$ cat config.mk
export PLATFORM = sky130hd
export DESIGN_NAME = rf_writeback_queue
export DESIGN_NICKNAME = d
export VERILOG_FILES = /design/src/rtl/mips_pkg.sv /design/src/rtl/wb_fifo.sv /design/src/rtl/rf_writeback_queue.sv
export SDC_FILE = /design/constraint.sdc
export NUM_CORES = 1
export LEC_CHECK = 0
export ABC_AREA = 1
export BUFFER_PORTS_ARGS = -buffer_cell sky130_fd_sc_hd__buf_2
export CELL_PAD_IN_SITES_DETAIL_PLACEMENT = 1
export CELL_PAD_IN_SITES_GLOBAL_PLACEMENT = 2
export CORE_AREA = 8 8 173 175
export DETAILED_ROUTE_END_ITERATION = 16
export DIE_AREA = 0 0 181 183
export HOLD_SLACK_MARGIN = 0.02
export MAX_ROUTING_LAYER = met4
export PLACE_DENSITY = 0.83
export SETUP_SLACK_MARGIN = 0.2
export SYNTH_ARGS = -nofsm -noshare
export SYNTH_HDL_FRONTEND = slang
export SYNTH_SLANG_ARGS = --single-unit
$ cat constraint.sdc
create_clock -name clk -period 3.4 [get_ports clk]
set_input_delay 0.17 -clock clk [delete_from_list [all_inputs] [get_ports clk]]
set_output_delay 0.17 -clock clk [all_outputs]
set_load 0.01 [all_outputs]
$ cat src/rtl/mips_pkg.sv
// Shared MIPS datapath definitions: register-file geometry and the
// writeback request record passed between pipeline stages.
package mips_pkg;

    localparam int                    REG_ADDR_W = 5;
    localparam logic [REG_ADDR_W-1:0] REG_ZERO   = 5'd0;
    localparam int                    DATA_W     = 32;

    // One pending register-file write.
    typedef struct packed {
        logic [REG_ADDR_W-1:0] addr;
        logic [DATA_W-1:0]     data;
    } wb_req_t;

endpackage

$ cat src/rtl/wb_fifo.sv
// In-order FIFO used by the writeback queue. Holds packed {addr, data}
// entries, tracks occupancy, and exposes its raw storage plus the head
// pointer so the parent can search pending writes for bypassing.
module wb_fifo #(
    parameter  int WIDTH   = 37,
    parameter  int DEPTH   = 4,
    parameter  int LEVEL_W = 5,
    localparam int PTR_W   = $clog2(DEPTH)
) (
    input  logic                         clk,
    input  logic                         rst,
    input  logic                         push,
    input  logic [WIDTH-1:0]             push_data,
    input  logic                         pop,
    output logic [WIDTH-1:0]             pop_data,
    output logic [LEVEL_W-1:0]           level,
    output logic [PTR_W-1:0]             head_ptr,
    output logic [DEPTH-1:0][WIDTH-1:0]  entries
);

    logic [DEPTH-1:0][WIDTH-1:0] mem;
    logic [PTR_W-1:0]            wr_ptr;
    logic [PTR_W-1:0]            rd_ptr;

    // Entry storage, written at the tail on push.
    // NOTE: storage has no reset; level gates every use of an entry, so stale
    // contents are never observed and the array stays plain flops/RAM.
    always_ff @(posedge clk) begin
        if (push) begin
            mem[wr_ptr] <= push_data;
        end
    end

    // Pointers and occupancy; power-of-two depth lets pointers wrap naturally.
    // NOTE: non-blocking assignments so every flop samples pre-edge values,
    // independent of the order these statements are evaluated in.
    always_ff @(posedge clk or posedge rst) begin
        if (rst) begin
            wr_ptr <= '0;
            rd_ptr <= '0;
            level  <= '0;
        end else begin
            if (push) begin
                wr_ptr <= wr_ptr + PTR_W'(1);
            end
            if (pop) begin
                rd_ptr <= rd_ptr + PTR_W'(1);
            end
            case ({push, pop})
                2'b10:   level <= level + LEVEL_W'(1);
                2'b01:   level <= level - LEVEL_W'(1);
                default: ;
            endcase
        end
    end

    assign pop_data = mem[rd_ptr];
    assign head_ptr = rd_ptr;
    assign entries  = mem;

endmodule

$ cat src/rtl/rf_writeback_queue.sv
// Register-file writeback queue: arbitrates two writeback sources (src0 = ALU
// has priority over src1 = load/MDU), drops writes to $zero, buffers requests
// in order and retires one per cycle through a registered WE3/A3/WD3 port.
// Optional feature macro RF_WBQ_BYPASS_EN: when defined, two combinational
// lookups return the youngest pending value for a decode read address; when
// undefined the bypass outputs are tied to zero.
module rf_writeback_queue
    import mips_pkg::*;
#(
    parameter int DATA_WIDTH = DATA_W,
    parameter int ADDR_WIDTH = REG_ADDR_W,
    parameter int DEPTH      = 4
) (
    input  logic                  clk,
    input  logic                  rst,
    input  logic                  src0_valid,
    input  logic [ADDR_WIDTH-1:0] src0_addr,
    input  logic [DATA_WIDTH-1:0] src0_data,
    output logic                  src0_ready,
    input  logic                  src1_valid,
    input  logic [ADDR_WIDTH-1:0] src1_addr,
    input  logic [DATA_WIDTH-1:0] src1_data,
    output logic                  src1_ready,
    output logic                  wr_en,
    output logic [ADDR_WIDTH-1:0] wr_addr,
    output logic [DATA_WIDTH-1:0] wr_data,
    input  logic [ADDR_WIDTH-1:0] rd_addr_a,
    input  logic [ADDR_WIDTH-1:0] rd_addr_b,
    output logic                  byp_hit_a,
    output logic [DATA_WIDTH-1:0] byp_data_a,
    output logic                  byp_hit_b,
    output logic [DATA_WIDTH-1:0] byp_data_b,
    output logic [ADDR_WIDTH-1:0] level,
    output logic                  empty
);

    localparam int ENTRY_W = ADDR_WIDTH + DATA_WIDTH;
    localparam int PTR_W   = $clog2(DEPTH);

    logic                            full;
    logic                            acc0;
    logic                            acc1;
    logic                            push;
    logic                            pop;
    logic [ADDR_WIDTH-1:0]           sel_addr;
    logic [DATA_WIDTH-1:0]           sel_data;
    logic [ENTRY_W-1:0]              pop_entry;
    logic [PTR_W-1:0]                head_ptr;
    logic [DEPTH-1:0][ENTRY_W-1:0]   entries;

    // Ready depends only on occupancy, never on the same-cycle pop.
    assign full       = (level == ADDR_WIDTH'(DEPTH));
    assign src0_ready = !full;
    assign src1_ready = !full && !src0_valid;

    // Fixed-priority arbitration; an accepted write to $zero is swallowed.
    // NOTE: every signal gets a default before any branch so no latch is inferred.
    always_comb begin
        acc0     = src0_valid && src0_ready;
        acc1     = src1_valid && src1_ready;
        sel_addr = src1_addr;
        sel_data = src1_data;
        if (acc0) begin
            sel_addr = src0_addr;
            sel_data = src0_data;
        end
        push = (acc0 || acc1) && (sel_addr != ADDR_WIDTH'(REG_ZERO));
    end

    // Drain continuously: any buffered entry retires on the next edge.
    assign pop = (level != '0);

    wb_fifo #(
        .WIDTH   (ENTRY_W),
        .DEPTH   (DEPTH),
        .LEVEL_W (ADDR_WIDTH)
    ) u_fifo (
        .clk       (clk),
        .rst       (rst),
        .push      (push),
        .push_data ({sel_addr, sel_data}),
        .pop       (pop),
        .pop_data  (pop_entry),
        .level     (level),
        .head_ptr  (head_ptr),
        .entries   (entries)
    );

    // Registered register-file write port; address/data hold when idle.
    always_ff @(posedge clk or posedge rst) begin
        if (rst) begin
            wr_en   <= 1'b0;
            wr_addr <= '0;
            wr_data <= '0;
        end else begin
            wr_en <= pop;
            if (pop) begin
                wr_addr <= pop_entry[ENTRY_W-1 -: ADDR_WIDTH];
                wr_data <= pop_entry[DATA_WIDTH-1:0];
            end
        end
    end

    assign empty = (level == '0) && !wr_en;

`ifdef RF_WBQ_BYPASS_EN
    logic [1:0][ADDR_WIDTH-1:0] rd_addr;
    logic [1:0]                 hit_vec;
    logic [1:0][DATA_WIDTH-1:0] data_vec;
    logic [PTR_W-1:0]           idx;

    assign rd_addr = {rd_addr_b, rd_addr_a};

    // Youngest-match search: the port register is oldest, then FIFO entries
    // head to tail, so later matches overwrite earlier ones.
    always_comb begin
        hit_vec  = '0;
        data_vec = '0;
        idx      = '0;
        for (int p = 0; p < 2; p++) begin
            if (rd_addr[p] != ADDR_WIDTH'(REG_ZERO)) begin
                if (wr_en && (wr_addr == rd_addr[p])) begin
                    hit_vec[p]  = 1'b1;
                    data_vec[p] = wr_data;
                end
                for (int k = 0; k < DEPTH; k++) begin
                    idx = head_ptr + PTR_W'(k);
                    if ((ADDR_WIDTH'(k) < level) &&
                        (entries[idx][ENTRY_W-1 -: ADDR_WIDTH] == rd_addr[p])) begin
                        hit_vec[p]  = 1'b1;
                        data_vec[p] = entries[idx][DATA_WIDTH-1:0];
                    end
                end
            end
        end
    end

    assign byp_hit_a  = hit_vec[0];
    assign byp_data_a = data_vec[0];
    assign byp_hit_b  = hit_vec[1];
    assign byp_data_b = data_vec[1];
`else
    assign byp_hit_a  = 1'b0;
    assign byp_data_a = '0;
    assign byp_hit_b  = 1'b0;
    assign byp_data_b = '0;

    // Lookup inputs and FIFO visibility are intentionally unused in this build.
    logic unused_byp;
    assign unused_byp = ^{rd_addr_a, rd_addr_b, head_ptr, entries};
`endif

endmodule

Yosys cells after proc, flatten, opt, wreduce, memory -nomap -nowiden. Index checks and enable logic that the tools add are counted.

Input bits: 88. Output and inout bits: 112. Flip-flop bits (word level): 195. Logic and storage cells: 42.

Magnitude comparators: 3. Multiplexer cells: 8. Reductions and logical operators: 14. Add/sub/neg operators: 4. Eq/ne operators: 3.

Operators by type and width (number): 148-bit bitwise mux (1); 37-bit binary-select mux with 2-bit select (1); 37-bit demux with 2-bit select (1); 37-bit two-way mux (2); 32-bit two-way mux (1); 5-bit one-hot mux with 2 select lines (1); 5-bit nonzero test (2); 1-bit logical AND (6); 2-bit by 3-bit less-than comparator with 1-bit output, second input constant (2); 5-bit by 1-bit adder with 5-bit output, second input constant (1); 5-bit by 3-bit equality test with 1-bit output, second input constant (1); 5-bit logical NOT (1); 5-bit two-way mux (1); 5-bit by 1-bit subtractor with 5-bit output, second input constant (1); 2-bit by 1-bit adder with 2-bit output, second input constant (2); 1-bit logical NOT (3); 2-bit by 1-bit equality test with 1-bit output, second input constant (1); 2-bit equality test, second input constant (1); 2-bit by 1-bit >= comparator with 1-bit output, second input constant (1); 2-bit nonzero test (1); 1-bit logical OR (1).

Logic depth before layout (Yosys ltp). Gate-level depths: netlist of the first run.

Word-level depth: 8. Depth in mapped cells: 17. Depth with buffers taken out: 16.

Hierarchy. A second synthesis of the first run with hierarchy kept.

Cells, all modules: 661. Area, all modules: 8644.5 µm².

Modules (own cells, without submodules): wb_fifo (area each 6128.4 µm², times used 1, cells an instance 439, sequential area each 4669.5 µm²); rf_writeback_queue (area each 2516.2 µm², times used 1, cells an instance 222, sequential area each 950.9 µm²).

Worst setup path after synthesis of the first run. OpenSTA, ideal clock, no wires.

Kind: flip-flop to flip-flop. From: reg u_fifo.level[0]. To: reg u_fifo.mem, in the netlist u_fifo.entries[0], enable pin. Clock period less this slack: 3250 ps. Path slack: 150 ps. Data arrival time: 2819 ps. Data required time: 2969 ps. Buffers on the path: 1. Cell stages (with the launch flop): 9. Library setup time: 431 ps. Cell sequence: dfrtp_1 > nor2_4 > nand3_4 > nand2_4 > buf_6 > o21ai_2 > nand2_2 > o21bai_4 > nor2_1.

Longest elaborated chain between the ends: 6. Elaborated cells on any way between the ends: 9. Classes of those cells: eq/ne (1); mux (1); reduce/logical (7).

RTL lines: start: declaration (line wb_fifo.sv:16) `output logic [LEVEL_W-1:0] level,`; start signal: assignment (line wb_fifo.sv:50) `2'b10: level <= level + LEVEL_W'(1);`; start signal: assignment (line wb_fifo.sv:51) `2'b01: level <= level - LEVEL_W'(1);`; 5-bit by 3-bit equality test with 1-bit output (*) (line rf_writeback_queue.sv:52) `assign full = (level == ADDR_WIDTH'(DEPTH));`; 1-bit logical NOT (*) (line rf_writeback_queue.sv:53) `assign src0_ready = !full;`; named net src0_ready (line rf_writeback_queue.sv:19) `output logic src0_ready,`; 1-bit logical AND (on tied branches) (line rf_writeback_queue.sv:59, rf_writeback_queue.sv:54); 5-bit two-way mux or 1-bit logical AND (tied branches) (line rf_writeback_queue.sv:63, rf_writeback_queue.sv:60); 5-bit nonzero test or 1-bit logical OR (tied branches) (line rf_writeback_queue.sv:67) `push = (acc0 || acc1) && (sel_addr != ADDR_WIDTH'(REG_ZERO));`; 1-bit logical AND (*) (line rf_writeback_queue.sv:67); end signal: indexed assignment (line wb_fifo.sv:30) `mem[wr_ptr] <= push_data;`; end: declaration (line wb_fifo.sv:21) `logic [DEPTH-1:0][WIDTH-1:0] mem;`.

Mark *: on every way through the listed nets, which the timed path passes. The rest lies on a longest branch. A chain may end at the register's enable or synchronous reset.

Worst setup path after layout of the first run.
From: reg u_fifo.level[0]. To: reg u_fifo.level[3].

Longest elaborated chain between the ends: 8. Elaborated cells on any way between the ends: 16. Classes of those cells: add/sub (2); eq/ne (3); mux (2); reduce/logical (9).

RTL lines: 5-bit by 3-bit equality test with 1-bit output (line rf_writeback_queue.sv:52); 1-bit logical NOT (line rf_writeback_queue.sv:53, rf_writeback_queue.sv:54); 1-bit logical AND (on tied branches) (line rf_writeback_queue.sv:59, rf_writeback_queue.sv:54); 5-bit two-way mux or 1-bit logical AND (tied branches) (line rf_writeback_queue.sv:63, rf_writeback_queue.sv:60); 5-bit nonzero test or 1-bit logical OR (tied branches) (line rf_writeback_queue.sv:67); 1-bit logical AND (line rf_writeback_queue.sv:67); 2-bit by 1-bit equality test with 1-bit output or 2-bit equality test (tied branches) (line wb_fifo.sv:49) `case ({push, pop})`; 5-bit one-hot mux with 2 select lines or 2-bit nonzero test (tied branches).

Several ways; a longest one is shown, not always the timed one.

==> metrics, run 1 <==
Starting Density=31.2%; Final #Nets=873; Setup CP Type=flip-flop to flip-flop; most common cell in the netlist=edfxtp_1; CTS Buffer Depth=2; CP Capture Type=flip-flop; Die Y=183 um; Internal Power=5.75 mW; flops & latches, synth=195; core area=27300 um2; synthesized cell area=8520 um2; Clock Power Share=23.3%; GRT Residual Overflow=0; initial antenna violation count=0; worst vdd ir=0.000325 V; Cell Count, Final, Fillers Out=1135; number of synthesized flops with an enable pin=148; critical path depth=15; Worst-Margin Slew=790 ps; Net Sw Frac=34.2%; Hold/Removal Path Class=input pin to flip-flop; Hold Fails Final Rpt=0; switching pwr=2.99 mW; fin crit period=2840 ps; post-synth cell types=31; critical path's most frequent cell=a21oi_1; Synth top area share=52.1%; first-pass GRT wire length=31600 um; LEAKAGE=3.93 nW; share of cells above drive strength 1=32.7%; Area Overhead vs Synth=16.9%; max-cap check violation count=0; global placement routability congestion=0.739; CP Buf/Inv Count=1; relative slew slack=47.4%; ys async rst share=24.1%; Top Ports=200; CP Cell Sequence=nor2_4 > nand3_4 > nand2_4 > nand2_1 > nand2_1 > nand3_2 > o21bai_4 > ha_1 > ha_1 > a21o_1 > a21oi_1 > inv_1 > o21ai_0 > a21oi_1 > a21oi_1; crit path DAT=3180 ps; Syn Area/Cell=13.1 um2; clock latency on the worst-skew pair=420 ps; design area=9960 um2; row cnt=61; CTS buffer count=17; Clock Skew=8.59 ps; CP peak stage delay=470 ps; Die ar.=33100 um2; average routed wire per standard cell=17.6 um; Clock transition at path regs=70 ps; Commonest cells post-synth=148 x edfxtp_1, 85 x nor2_1, 79 x o21ai_0; final setup fails=0; first drt pass iteration count=4; final WL=20000 um; Slew Viols, Final=0; PD cells=878 nW/um2; PnR worst setup slack=565 ps; post-synthesis sequential area ratio=65.9%; CP top delay family=simple AND/OR/NAND/NOR gates; Place WS=532 ps; vias in the first global route=5700; part of the power in registers=42.9%; largest net degree at the start of global routing=77; gr usage total=12.6%; clk root buf=clkbuf_16; Fmax=0.353 GHz; cells after synthesis=652; worst path required time=3740 ps; H-Tree Depth=4; hold-critical path depth=2; RSZ-0062 raised after global routing=no; Max Fanout on Critical Path=12; leading area contributor after synthesis=edfxtp_1; Ys Warns=0; Comb pwr share=33.8%; Most used DFF post-synth=edfxtp_1; top post-synthesis cells by area=edfxtp_1 52%, dfrtp_1 14%, mux2_2 9.0%; dpl hpwl=12900 um; critical path's slowest cell=dfrtp_1; DR vias/cell=4.57; Post-DP Area=9350 um2; CP Launch Type=flip-flop; die boundary width=181 um; post-route ant nets=0; DRC Markers=0; # diodes=0; total power=8.75 mW; Inst Count DP=1102; TNS Setup=0 ps; via count=5185; number of I/O port buffers=123; Worst Reg-to-Reg Cells=15; status=finished, final reports clean; TritonCTS clock tree=done; clock tree sinks=195; fin crit share=83.4%; number of fillers in the final layout=2968; Iteration-0 DRC Markers=224
[area by class of cell]
type | instances | area (um2) | area share, %
Multi-Input combinational cell | 394 | 2420 | 24.3
Inverter | 29 | 109 | 1.09
Timing Repair Buffer | 139 | 776 | 7.79
Clock inverter | 14 | 175 | 1.76
Tap cell | 346 | 433 | 4.34
Clock buffer | 18 | 429 | 4.31
Sequential cell | 195 | 5620 | 56.4
[final timing paths]
kind / from / end / slack [ps]
max in group asynchronous: rst / wr_data[30] / 2210
worst max-delay path: u_fifo.level[0] / u_fifo.level[3] / 560
worst min register to register: wr_data[5] / wr_data[5] / 500
min in group asynchronous: rst / wr_data[8] / 360
worst min-delay path: src0_data[22] / u_fifo.entries[22] / 100
worst max register to register: u_fifo.level[0] / u_fifo.level[3] / 560
[cell usage in the layout, fill, tap and decap left out, types with 3 or more instances in the layout]
cell       synthesis  layout
ha_1               8       8
clkbuf_16          0      17
nor2_4             1       5
xor2_1             3       3
o22ai_1           36      36
buf_2              9     123
edfxtp_1         148     148
inv_6              0       3
nand3_1            6       6
buf_4             69      12
nor2_1            85      81
o21ai_0           79      79
mux2_2            68      68
nand2_2            6       6
a21oi_1            5       5
inv_1             29      26
bufinv_16          0       3
conb_1             1      66
buf_12             0       3
nand2_1           17      17
dfrtp_1           47      45
clkinv_2           0       3
[what timing repair did]
item / 4_1_cts / 5_1_grt
hold buffers: 1 / 0
hold endpoints to repair: 21 / 0
gates resized for setup: 0 / 0
setup buffers: 0 / 0
setup endpoints to repair: 0 / 0
[metal layers]
metal | GRT usage [%] | vias to the layer above | share of wire (%) | wire (um)
li1 | - | 2439 | - | -
met1 | 14.4 | 2635 | 43 | 8650
met2 | 21.9 | 103 | 52 | 10400
met3 | 3.03 | 8 | 3.6 | 713
met4 | 3.48 | 0 | 0.87 | 173
met5 | - | - | 0 | 0
[through the flow]
stage	hold WS (ps)	utilization, %
6_report	101	36.5
4_1_cts	75.2	36.5
3_5_place_dp	277	34.2
3_3_place_gp	294	34.2
2_1_floorplan	399	-
5_1_grt	79.8	36.5
[sequential cells by signal, indices dropped and copies added (netlist names)]
register	cells
u_fifo.level	5
wr_en	1
wr_data	32
u_fifo.head_ptr	2
u_fifo.entries	148
wr_addr	5
u_fifo.wr_ptr	2
[power groups by stage]
stage	clock network, mW	registers [mW]	logic [mW]
after global routing	2.19	3.84	3.34
after CTS	2.10	3.77	3.05
final	2.04	3.75	2.95
after detailed placement	0	3.82	3.03
after global placement	0	3.78	2.95
after floorplan	0	3.91	1.83
[logic make-up (layout without fill, tap and decap cells)]
group | after synthesis | count (layout) | synth area share (%)
compound gates | 125 | 125 | 8.13
other cells | 1 | 66 | 0.0440
xor+xnor | 4 | 4 | 0.411
simple gates | 122 | 122 | 6.19
fa+ha+maj | 9 | 9 | 1.41
mux | 68 | 68 | 8.98
flops | 195 | 195 | 65.9
buf+inv | 128 | 200 | 8.89
Note: power is estimated with default switching activity, not from simulation.
==> run 2: changes to the inputs <==
Settings changed: CORE_AREA 8 8 173 175 to 8 8 163 165, DIE_AREA 0 0 181 183 to 0 0 171 173, PLACE_DENSITY 0.83 to 0.89.
Clock period 3.4 ns to 2.8 ns, I/O delays scaled along.
==> run 2 against run 1 <==
  * Sequential cell count stayed put
  * Clock power is 24% higher
  * Power is 23% higher
  * Cell area is 0.95% higher
  * Global-route usage is 1.7 points higher
  * Fmax is 15% higher
  * Worst setup slack worse by 240 ps
  * Critical path type unchanged
  * Sequential power is 23% higher
==> metrics, run 2 (synthesized netlist as in run 1, its figures left out) <==
reg2reg start=u_fifo.level[1]; final WL=20400 um (+2.3%); LEAKAGE=3.99 nW (+1.5%); final setup fails=0 (unchanged); largest net degree at the start of global routing=77 (unchanged); DRC Markers=0 (unchanged); CTS Buffer Depth=2 (unchanged); Die ar.=29600 um2 (-11%); post-route ant nets=0 (unchanged); fin crit share=88.3% (+4.9 points); Clock transition at path regs=70 ps (about the same); DR vias/cell=4.64 (+1.6%); routing usage on met3=2.87% (-0.16 points); first drt pass iteration count=4 (unchanged); Worst Reg-to-Reg Cells=14 (-1); vias in the first global route=5629 (-1.2%); global placement routability congestion=0.813 (+10%); crit path DAT=2780 ps (-400 ps); hold-critical path depth=2 (unchanged); gr usage total=14.3% (+1.7 points); final core utilization=42.0% (+5.5 points); Top Ports=200 (unchanged); dpl hpwl=13500 um (+4.5%); clock latency on the worst-skew pair=430 ps (about the same); Final #Nets=883 (+1.1%); RSZ-0062 raised after global routing=yes; clock tree sinks=195 (unchanged); TritonCTS clock tree=done; average routed wire per standard cell=18.2 um (+3.3%); max-cap check violation count=0 (unchanged); H-Tree Depth=4 (unchanged); worst path required time=3110 ps (-630 ps); Place WS=8.18 ps (-524 ps); CP Capture Type=flip-flop; row cnt=57 (-6.6%); via count=5218 (+0.64%); PD cells=1070 nW/um2 (+22%); Die Y=173 um (-5.5%); share of cells above drive strength 1=33.9% (+1.2 points); met1 global-route usage=16.6% (+2.2 points); met2 usage=24.5% (+2.6 points); commonest non-fill, non-tap cells in the layout=148 x edfxtp_1, 123 x buf_2, 81 x nor2_1, 77 x o21ai_0, 68 x mux2_2; RR Endpoint=u_fifo.level[4]; Fmax=0.405 GHz (+15%); Cell Count, Final, Fillers Out=1124 (-0.97%); number of I/O port buffers=123 (unchanged); relative slew slack=36.4% (-11 points); gr busiest metal=met2; Iteration-0 DRC Markers=206 (-8.0%); most common cell after layout, fill and taps aside=edfxtp_1; die boundary width=171 um (-5.5%); initial antenna violation count=1 (+1); Multi-input gate area=2450 um2 (+1.3%); CP Launch Type=flip-flop; number of fillers in the final layout=2595 (-13%); Area Overhead vs Synth=18.0%; Hold Fails Final Rpt=0 (unchanged); Seq. cell area=5620 um2 (about the same); Hold/Removal Path Class=input pin to flip-flop; fin crit period=2470 ps (-364 ps); worst vdd ir=0.000520 V (+60%); Inst Count DP=1082 (-1.8%); Worst-Margin Slew=952 ps (+163 ps); core area=24000 um2 (-12%); min-delay src=src0_data[4]; clk root buf=clkbuf_16; Setup CP Type=flip-flop to flip-flop; TNS Setup=0 ps (unchanged); Max Fanout on Critical Path=8 (-4); first-pass GRT wire length=31700 um (+0.46%); status=finished, final reports clean; PnR worst setup slack=329 ps (-236 ps); GRT Residual Overflow=0 (unchanged); hold path endpoint=u_fifo.entries[115]; max FFs per register=148 (unchanged); Starting Density=35.6% (+4.4 points); CTS buffer count=17 (unchanged); Clock Skew=15.6 ps (+7.02 ps); Slew Viols, Final=0 (unchanged); reg2reg setup slack=330 ps (-240 ps)
## run 2: changes by cell type in the layout (fill, tap and decap cells not counted), moves of 2 or more
| cell | change |
|---|---|
| o21ai_1 | +2 |
| clkbuf_8 | +4 |
| o21ai_0 | -2 |
| clkinv_2 | -2 |
| inv_2 | +2 |
| clkbuf_1 | +3 |
| clkinvlp_4 | -2 |
| buf_4 | +10 |
| inv_6 | -2 |
## run 2: critical path, cell delays in order (launching register included)
cell and delay, ps:
dfrtp_2 430, nor2_4 150, nand3_4 160, nand2_8 120
nand2_1 70, nand2_2 80, nand3_2 100, o21bai_4 190
ha_4 180, ha_1 270, a21oi_1 170, nor2_1 70
o21ai_1 120, nand3_1 90, xor2_1 150
## run 2: worst max path at each step
| stage | startpoint | slack (ps) | endpoint |
|---|---|---|---|
| floorplan | u_fifo.level[0] | 150 | u_fifo.entries[0] |
| global placement | u_fifo.level[1] | 170 | u_fifo.level[4] |
| detailed placement | u_fifo.level[2] | 8 | u_fifo.level[4] |
| CTS | u_fifo.level[1] | 210 | u_fifo.level[4] |
| global route | u_fifo.level[1] | 160 | u_fifo.level[4] |
| finish | u_fifo.level[1] | 330 | u_fifo.level[4] |
## run 2: area by class of cell
type / count / share of cell area [%]
Sequential cell: 195 / 55.9
Clock buffer: 25 / 4.93
Inverter: 29 / 1.08
Multi-Input combinational cell: 394 / 24.4
Antenna cell: 1 / 0.0249
Clock inverter: 7 / 1.21
Tap cell: 324 / 4.03
Timing Repair Buffer: 149 / 8.46
## run 2: power by group
part / total (mW) / internal, mW / switching, mW
registers: 4.60 / 4.23 / 0.368
logic: 3.65 / 1.41 / 2.24
clock network: 2.53 / 1.51 / 1.02
## run 2: layer usage
metal	part of all wire (%)	up-vias
li1	-	2453
met1	42	2638
met2	53	114
met3	4.3	13
met4	1.2	0
met5	0	-
## run 2: what timing repair did
action | 4_1_cts | 5_1_grt
pin swaps | 2 | 6
setup endpoints to repair | 2 | 2
setup buffers | 2 | 6
endpoints found under the hold margin | 37 | 0
hold buffers | 1 | 0
resized for setup | 4 | 6
## run 2: per-stage QoR
stage | power (mW) | cell area, um2 | hold slack, ps
global route | 11.5 | 10100 | 64.1
floorplan | 6.96 | 8780 | 369
finish | 10.8 | 10100 | 65.9
detailed placement | 8.33 | 9340 | 419
global placement | 8.14 | 9340 | 434
CTS | 10.9 | 10000 | 51.5
==> run 3: changes to the inputs <==
--- a/config.mk
+++ b/config.mk
@@ -15,3 +15,2 @@
 export HOLD_SLACK_MARGIN = 0.02
-export MAX_ROUTING_LAYER = met4
 export PLACE_DENSITY = 0.89
--- a/constraint.sdc
+++ b/constraint.sdc
@@ -3,2 +3,2 @@
 set_output_delay 0.14 -clock clk [all_outputs]
-set_load 0.01 [all_outputs]
+set_load 0.02 [all_outputs]
==> run 3 against run 2 <==
  * Utilization grew 0.13 points
  * Non-clock buffer count grew 4
  * Clock power shrank 3%
  * First-iteration DRC count grew 10%
  * Cell area grew 0.31%
  * Highest routed layer is now met5
  * Largest cell class unchanged
==> metrics, run 3 (synthesized netlist as in run 1, its figures left out) <==
average routed wire per standard cell=18.2 um (+0.31%); fin crit share=90.0% (+1.7 points); dpl hpwl=13600 um (+0.35%); Top Ports=200 (unchanged); core area=24000 um2 (unchanged); total power=11.1 mW (+2.6%); Area Overhead vs Synth=18.4%; crit path DAT=2840 ps (+60 ps); Clock transition at path regs=70 ps (about the same); clock latency on the worst-skew pair=440 ps (about the same); global placement routability congestion=0.761 (-6.4%); first-pass GRT wire length=31000 um (-2.2%); H-Tree Depth=4 (unchanged); Post-DP Area=9350 um2 (+0.11%); first drt pass iteration count=4 (unchanged); via count=5254 (+0.69%); share of cells above drive strength 1=35.2% (+1.3 points); TritonCTS clock tree=done; Final #Nets=887 (+0.45%); post-route ant nets=0 (unchanged); CP Buf/Inv Count=1 (+1); CP peak stage delay=430 ps (about the same); clock tree sinks=195 (unchanged); reg2reg start=u_fifo.level[1]; CP Cell Sequence=nor2_4 > nand3_4 > buf_4 > nand3b_1 > nand2_1 > nand2_2 > o21bai_4 > ha_4 > fa_2 > a21oi_2 > nor2_2 > o21ai_1 > nand3_1 > xor2_1; final setup fails=0 (unchanged); CP Launch Type=flip-flop; worst setup path startpoint=u_fifo.level[1]; status=finished, final reports clean; RSZ-0062 raised after global routing=yes; fin crit period=2520 ps (+48.7 ps); relative slew slack=40.0% (+3.5 points); row cnt=57 (unchanged); DR vias/cell=4.65 (+0.24%); Max Fanout on Critical Path=7 (-1); Iteration-0 DRC Markers=227 (+10%); Die Y=173 um (unchanged); number of fillers in the final layout=2612 (+0.66%); largest net degree at the start of global routing=77 (unchanged); CP Capture Type=flip-flop; Multi-input gate area=2460 um2 (+0.41%); Starting Density=35.6% (unchanged); GRT Residual Overflow=0 (unchanged); PD cells=1100 nW/um2 (+2.3%); Hold/Removal Path Class=input pin to flip-flop; Cell Count, Final, Fillers Out=1129 (+0.44%); Setup CP Type=flip-flop to flip-flop; gr usage total=13.7% (-0.53 points); CP top delay family=simple AND/OR/NAND/NOR gates; DRC Markers=0 (unchanged); Worst-Margin Slew=899 ps (-53.0 ps); clk root buf=clkbuf_16; vias in the first global route=5579 (-0.89%); worst path required time=3120 ps (about the same); max-cap check violation count=0 (unchanged); min-delay src=src0_data[26]; Die ar.=29600 um2 (unchanged); initial antenna violation count=3 (+2); Fmax=0.397 GHz (-1.9%); critical path's slowest cell=dfrtp_2; Hold Fails Final Rpt=0 (unchanged); die boundary width=171 um (unchanged); Seq. cell area=5630 um2 (about the same); design area=10100 um2 (+0.31%); final WL=20600 um (+0.75%); commonest non-fill, non-tap cells in the layout=148 x edfxtp_1, 123 x buf_2, 80 x nor2_1, 77 x o21ai_0, 68 x mux2_2; TNS Setup=0 ps (unchanged); Slew Viols, Final=0 (unchanged); number of I/O port buffers=123 (unchanged); CTS buffer count=17 (unchanged); CTS Buffer Depth=2 (unchanged); worst vdd ir=0.000727 V (+40%); most common cell after layout, fill and taps aside=edfxtp_1; max FFs per register=148 (unchanged); LEAKAGE=4.00 nW (+0.23%); Clock Skew=8.38 ps (-7.22 ps); Inst Count DP=1083 (+0.092%)
==> run 3: cell types whose count changed in the layout (fill, tap and decap cells not counted), sizes merged <==
cell | previous run | this run
clkbuf | 25 | 19
buf | 148 | 152
inv | 30 | 33
clkinv | 3 | 5
clkinvlp | 0 | 2
bufinv | 3 | 2
diode | 1 | 2
==> run 3: area by class of cell <==
class | instances | share of cell area (%)
diodes | 2 | 0.0496
clock buffers | 19 | 4.49
clock inverters | 13 | 1.48
inverters | 29 | 1.10
multi-input cells | 394 | 24.4
flip-flops and latches | 195 | 55.7
well taps | 324 | 4.02
repair buffers | 153 | 8.73
==> run 3: path summary, 6_finish.rpt <==
kind	to	slack, ps	depth (start not counted)
worst min register to register	wr_data[1]	500	1
max in group asynchronous	wr_data[4]	1620	4
worst max-delay path	u_fifo.level[4]	280	14
worst max register to register	u_fifo.level[4]	280	14
min in group asynchronous	wr_data[18]	450	3
worst min-delay path	u_fifo.entries[100]	50	2
==> run 3: what timing repair did <==
item	4_1_cts	5_1_grt
endpoints found under the hold margin	36	0
pin swaps	0	5
setup buffers	0	11
endpoints found under the setup margin	2	2
gates resized for setup	1	12
hold buffers	1	0
==> run 3: routing by layer <==
metal	vias to the layer above	routed length, um	GRT usage [%]
li1	2461	-	-
met1	2669	8210	15.0
met3	22	890	3.39
met5	-	10	0
met4	2	303	5.87
met2	100	11200	24.7
==> run 3: where the power goes <==
group / internal [mW] / leakage, nW / switching, mW / total [mW]
Combinational: 1.44 / 1.79 / 2.61 / 4.05
Clock: 1.38 / 0.292 / 1.07 / 2.45
Sequential: 4.23 / 1.92 / 0.332 / 4.56
==> run 3: stage by stage <==
step	worst slack (ps)	hold WS, ps	utilization (%)
after global placement	219	389	39.0
after detailed placement	154	393	39.0
after global routing	117	50.7	42.1
final	280	51.8	42.1
after CTS	201	32.3	41.6
after floorplan	126	369	-
